[src/rtl/z80_djnz_sequencer.sv]
// DJNZ e post-M1 sequencer: extended M1, displacement read, and the optional
// branch-taken internal cycle, then the B and PC write-back to the register file.
module z80_djnz_sequencer #(
  parameter int unsigned EXT_T = 1,
  parameter int unsigned RD_T  = 3,
  parameter int unsigned INT_T = 5
) (
  input  logic        clk,
  input  logic        reset_n,
  input  logic        start,
  input  logic [7:0]  b_in,
  input  logic [15:0] pc_in,
  input  logic        wait_n,
  input  logic [7:0]  mem_rdata,
  output logic        busy,
  output logic [2:0]  mcycle,
  output logic [2:0]  tstate,
  output logic [15:0] mem_addr,
  output logic        mreq_n,
  output logic        rd_n,
  output logic [7:0]  b_out,
  output logic        b_we,
  output logic [15:0] pc_out,
  output logic        pc_we,
  output logic        done
);

  localparam int unsigned WCNT_W = 8;
  localparam logic [WCNT_W-1:0] FIX_WAITS = WCNT_W'(RD_T - 3);
  localparam logic [2:0] EXT_LAST = 3'(EXT_T);
  localparam logic [2:0] INT_LAST = 3'(INT_T);

  localparam logic [2:0] MC_NONE = 3'd0;
  localparam logic [2:0] MC_EXT  = 3'd1;
  localparam logic [2:0] MC_RD   = 3'd2;
  localparam logic [2:0] MC_INT  = 3'd3;

  typedef enum logic [2:0] {
    S_IDLE, S_EXT, S_RD_T1, S_RD_T2, S_RD_TW, S_RD_T3, S_INT, S_DONE
  } state_t;

  state_t            state_q, state_d;
  logic [2:0]        tcnt_q, tcnt_d;
  logic [WCNT_W-1:0] wcnt_q, wcnt_d;
  logic [7:0]        b_q, b_d;
  logic [15:0]       pc_q, pc_d;
  logic [7:0]        e_q, e_d;
  logic              taken_q, taken_d;

  logic              busy_d, mreq_n_d, rd_n_d, b_we_d, pc_we_d, done_d;
  logic [2:0]        mcycle_d, tstate_d;
  logic [15:0]       mem_addr_d, pc_out_d;
  logic [7:0]        b_out_d;
  logic              rd_c;
  logic [15:0]       disp_c;

  // State register plus registered outputs
  always_ff @(posedge clk or negedge reset_n) begin
    if (!reset_n) begin
      state_q  <= S_IDLE;
      tcnt_q   <= 3'd0;
      wcnt_q   <= '0;
      b_q      <= 8'd0;
      pc_q     <= 16'd0;
      e_q      <= 8'd0;
      taken_q  <= 1'b0;
      busy     <= 1'b0;
      mcycle   <= MC_NONE;
      tstate   <= 3'd0;
      mem_addr <= 16'd0;
      mreq_n   <= 1'b1;
      rd_n     <= 1'b1;
      b_out    <= 8'd0;
      b_we     <= 1'b0;
      pc_out   <= 16'd0;
      pc_we    <= 1'b0;
      done     <= 1'b0;
    end else begin
      state_q  <= state_d;
      tcnt_q   <= tcnt_d;
      wcnt_q   <= wcnt_d;
      b_q      <= b_d;
      pc_q     <= pc_d;
      e_q      <= e_d;
      taken_q  <= taken_d;
      busy     <= busy_d;
      mcycle   <= mcycle_d;
      tstate   <= tstate_d;
      mem_addr <= mem_addr_d;
      mreq_n   <= mreq_n_d;
      rd_n     <= rd_n_d;
      b_out    <= b_out_d;
      b_we     <= b_we_d;
      pc_out   <= pc_out_d;
      pc_we    <= pc_we_d;
      done     <= done_d;
    end
  end

  // Next state; outputs are decoded from the next state so they register in step
  always_comb begin
    state_d    = state_q;
    tcnt_d     = tcnt_q;
    wcnt_d     = wcnt_q;
    b_d        = b_q;
    pc_d       = pc_q;
    e_d        = e_q;
    taken_d    = taken_q;
    b_out_d    = b_out;
    pc_out_d   = pc_out;
    busy_d     = 1'b0;
    mcycle_d   = MC_NONE;
    tstate_d   = 3'd0;
    mem_addr_d = 16'd0;
    mreq_n_d   = 1'b1;
    rd_n_d     = 1'b1;
    b_we_d     = 1'b0;
    pc_we_d    = 1'b0;
    done_d     = 1'b0;
    rd_c       = 1'b0;
    disp_c     = 16'd0;

    case (state_q)
      S_IDLE: begin
        if (start) begin
          b_d     = b_in;
          pc_d    = pc_in;
          b_out_d = b_in - 8'd1;
          tcnt_d  = 3'd1;
          state_d = S_EXT;
        end
      end
      S_EXT: begin
        if (tcnt_q >= EXT_LAST) begin
          taken_d = (b_q != 8'h01);
          state_d = S_RD_T1;
        end else begin
          tcnt_d = tcnt_q + 3'd1;
        end
      end
      S_RD_T1: begin
        wcnt_d  = '0;
        state_d = S_RD_T2;
      end
      S_RD_T2, S_RD_TW: begin
        // Leave for T3 only once the bus is ready and the fixed waits are spent
        if (wait_n && (wcnt_q >= FIX_WAITS)) begin
          state_d = S_RD_T3;
        end else begin
          wcnt_d  = (wcnt_q == '1) ? wcnt_q : wcnt_q + WCNT_W'(1);
          state_d = S_RD_TW;
        end
      end
      S_RD_T3: begin
        e_d = mem_rdata;
        if (taken_q) begin
          tcnt_d  = 3'd1;
          state_d = S_INT;
        end else begin
          state_d = S_DONE;
        end
      end
      S_INT: begin
        if (tcnt_q >= INT_LAST) begin
          state_d = S_DONE;
        end else begin
          tcnt_d = tcnt_q + 3'd1;
        end
      end
      S_DONE: state_d = S_IDLE;
      default: state_d = S_IDLE;
    endcase

    busy_d = (state_d != S_IDLE);
    rd_c   = (state_d == S_RD_T1) || (state_d == S_RD_T2) ||
             (state_d == S_RD_TW) || (state_d == S_RD_T3);

    case (state_d)
      S_EXT: begin
        mcycle_d = MC_EXT;
        tstate_d = tcnt_d;
      end
      S_RD_T1: begin
        mcycle_d = MC_RD;
        tstate_d = 3'd1;
      end
      S_RD_T2, S_RD_TW: begin
        mcycle_d = MC_RD;
        tstate_d = 3'd2;
      end
      S_RD_T3: begin
        mcycle_d = MC_RD;
        tstate_d = 3'd3;
      end
      S_INT: begin
        mcycle_d = MC_INT;
        tstate_d = tcnt_d;
      end
      default: begin
        mcycle_d = MC_NONE;
        tstate_d = 3'd0;
      end
    endcase

    if (rd_c) begin
      mem_addr_d = pc_q + 16'd1;
      mreq_n_d   = 1'b0;
      rd_n_d     = 1'b0;
    end

    b_we_d = (state_d == S_EXT) && (tcnt_d >= EXT_LAST) && (state_q == S_EXT || state_q == S_IDLE);

    if (state_d == S_DONE) begin
      disp_c   = taken_q ? {{8{e_d[7]}}, e_d} : 16'd0;
      pc_out_d = pc_q + 16'd2 + disp_c;
      pc_we_d  = 1'b1;
      done_d   = 1'b1;
    end
  end

endmodule
[config.mk]
export PLATFORM = sky130hd
export DESIGN_NAME = z80_djnz_sequencer
export DESIGN_NICKNAME = d
export VERILOG_FILES = /design/src/rtl/z80_djnz_sequencer.sv
export SDC_FILE = /design/constraint.sdc
export NUM_CORES = 1
export LEC_CHECK = 0
export ABC_AREA = 1
export BUFFER_PORTS_ARGS = -buffer_cell sky130_fd_sc_hd__buf_4
export CAP_MARGIN = 20
export CORE_AREA = 2 2 89 177
export DETAILED_ROUTE_END_ITERATION = 6
export DIE_AREA = 0 0 91 179
export SLEW_MARGIN = 25
export SYNTH_ARGS = -nofsm -noshare
export SYNTH_HDL_FRONTEND = slang
export SYNTH_SLANG_ARGS = --single-unit
[constraint.sdc]
create_clock -name clk -period 2.7 [get_ports clk]
set_input_delay 0.405 -clock clk [delete_from_list [all_inputs] [get_ports clk]]
set_output_delay 0.405 -clock clk [all_outputs]
set_load 0.03 [all_outputs]
==> flow_metrics.env <==
export IMPL_grt_start_max_net_pins=40
export IMPL_clkTransAtPathRegs_ps=60
export IMPL_syn_nets=731
export IMPL_routed_wl_um=13490
export IMPL_die_h_um=179
export IMPL_fin_cells=980
export IMPL_timing_rr_end="pc_out[15]"
export IMPL_crit_start="state_q[1]"
export IMPL_drt_first_iter_violations=176
export IMPL_crit_chain="inv_2, nand3_4, inv_8, nand2_1, nand3_4, clkinv_4, ha_1, ha_4, nand2_1, nor3_4, and2_4, nand2_2, nand2_1, nand2_1, nand2_1, nand2_1, nand2_1"
export IMPL_multi_input_area_um2=2764
export IMPL_remaining_drc_errors=0
export IMPL_crit_path_top_delay_cell="dfrtp_1"
export IMPL_portBuffers=86
export IMPL_drt_antenna_violating_nets=0
export IMPL_worst_path_buf_inv=3
export IMPL_final_setup_worst_slack_ps=160.7
export IMPL_timing_fmax_mhz=393.8
export IMPL_start_util_pct=34.05
export IMPL_diodes=0
export IMPL_syn_inst=661
export IMPL_clk_latency_ps=350
export IMPL_timing_setup_tns_ps=0
export IMPL_layout_commonest_cell="nand2_1"
export IMPL_synth_seq_area_share_pct=42.98
export IMPL_synth_top_area_share_pct=42.47
export IMPL_clockBufferDepth=2
export IMPL_dp_cells=960
export IMPL_period_share_pct=94.05
export IMPL_hold_path_class="in2async"
export IMPL_mostFrequentLayoutCells="nand2_1, buf_4, dfrtp_1"
export IMPL_synth_compound_area_share_pct=7.713
export IMPL_dieArea_um2=16290
export IMPL_synth_simple_gate_area_share_pct=30.05
export IMPL_worst_slew_pin_slew_ps=522.8
export IMPL_vias=4625
export IMPL_grt_pass1_wl_um=21910
export IMPL_synth_adder_area_share_pct=8.445
export IMPL_status="finished, final reports clean"
export IMPL_path_delay_family="simple AND/OR/NAND/NOR gates"
export IMPL_cts_tree="yes"
export IMPL_final_hold_violation_count=0
export IMPL_vias_per_cell=4.719
export IMPL_fin_crit_ps=2539
export IMPL_cts_root_buf="clkbuf_16"
export IMPL_synth_top_family_by_area="simple AND/OR/NAND/NOR gates"
export IMPL_finClkSkew_ps=10.88
export IMPL_synthesis_area_um2=5126
export IMPL_area_sequential_um2=2203
export IMPL_critPathLaunchType="register"
export IMPL_wl_per_cell_um=13.77
export IMPL_r2r_cells=17
export IMPL_synth_warning_count=0
export IMPL_grt_usage_pct=16.88
export IMPL_synth_distinct_cells=37
export IMPL_yosys_top_cells_area="dfrtp_1, nand2_1, ha_1, inv_1, nand3_1"
export IMPL_cp_max_fo=8
export IMPL_cp_common_cell="nand2_1"
export IMPL_r2r_start="state_q[1]"
export IMPL_pre_cts_slack_ps=-63.75
export IMPL_cap_violations=0
export IMPL_drive_above_1_share_pct=27.88
export IMPL_max_slew_margin_rel_pct=65.15
export IMPL_cts_hold_buf=0
export IMPL_required_ps=2980
export IMPL_dieWidth_um=91
export IMPL_setup_viol_count_final=0
export IMPL_ys_ff_latch=88
export IMPL_yosys_area_top_type="dfrtp_1"
export IMPL_area_growth_pct=33.07
export IMPL_synth_mux_area_share_pct=0
export IMPL_final_nets=847
export IMPL_pin_count=88
export IMPL_antenna_found_initial=0
export IMPL_row_count=64
export IMPL_crit_type="reg2reg"
export IMPL_grt_ovfl_total=0
export IMPL_end_kind="register"
export IMPL_cts_sinks=88
export IMPL_hpwl_um=10120
export IMPL_core_area_um2=15050
export IMPL_max_stage_delay_ps=380
export IMPL_drt_pass1_iter_count=4
export IMPL_reg2reg_setup_slack_ps=160
export IMPL_n_fill_cell=1563
export IMPL_synth_area_per_cell_um2=7.755
export IMPL_synth_xor_area_share_pct=1.879
export IMPL_gp_congestion=0.8705
export IMPL_hold_ws_ps=37.59
export IMPL_h_tree_depth=3
export IMPL_arrival_ps=2820
export IMPL_grt_pass1_vias=4515
export IMPL_numCtsBuffers=9
export IMPL_slew_violations=0
[Yosys cell counts]
cell type,n
nor2_1,33
a21o_1,1
nor3_2,1
inv_1,85
nand2_2,3
buf_2,9
fa_1,1
buf_4,5
xnor2_1,4
buf_6,1
ha_1,33
nand3_2,6
nor3b_1,1
a21oi_1,26
nor2_4,3
inv_2,10
xor2_1,7
conb_1,1
o21ai_0,34
o211ai_1,2
o31ai_1,2
nand4_1,25
a211oi_1,6
dfrtp_1,87
nand3b_1,1
nand2_1,209
o21a_1,1
nand3_1,35
nor4_1,4
nor3_1,9
clkbuf_1,1
nor2_2,1
and2_1,3
dfstp_2,1
o21ai_1,1
nand3_4,1
or2_2,8
[logic make-up after synthesis]
group                    Yosys count
other                              1
buffers and inverters            111
flip-flops                        88
XOR/XNOR                          11
AND/OR/NAND/NOR                  343
adder cells (fa/ha/maj)           34
AO/OA/AOI/OAI                     73
[final cells by class]
type,instances,share of cell area (%)
timing repair inverter,1,0.09171
multi-input combinational,462,40.52
clock buffer,10,3.503
inverter,95,5.411
timing repair buffer,120,13.55
sequential,88,32.30
tap,198,3.632
clock inverter,6,0.9905
[state kept, by name (all words and copies together), names as in the netlist]
signal,cells
pc_q,16
busy,1
mem_addr,16
rd_n,1
tcnt_q,3
tstate,3
done,1
e_q,8
taken_q,1
b_out,8
b_q,8
b_we,1
pc_out,16
state_q,3
mcycle,2
[layer usage]
metal | GRT usage (%) | up-vias | part of all wire [%]
li1 | - | 2352 | -
met1 | 21.20 | 2135 | 43
met2 | 29.01 | 111 | 50
met3 | 3.153 | 27 | 3.8
met4 | 5.871 | 0 | 2.8
met5 | 0 | - | 0
[repair_timing]
| action | CTS | global route |
|---|---|---|
| setup endpoints to repair | 9 | 12 |
| pin swaps | 1 | 12 |
| resized for setup | 4 | 60 |
| buffers inserted | 0 | 3 |
| cloned | 0 | 1 |
[worst max-delay path by stage]
stage,to,slack (ps),cells past startpoint
after floorplan,pc_out[15],10,21
after global routing,pc_out[15],-20,20
after detailed placement,pc_out[14],-60,16
after global placement,pc_out[14],-50,16
final,pc_out[15],160,17
after CTS,pc_out[14],4,16
[through the flow]
stage	util [%]	instance area, um2
final	45.31	6822
after detailed placement	40.97	6167
after floorplan	-	5126
after global routing	45.31	6822
after CTS	43.09	6487
after global placement	40.97	6167
Power is left out: the tool's default activity adds up to more than one toggle a clock period on the data nets, which glitch-free logic cannot reach.
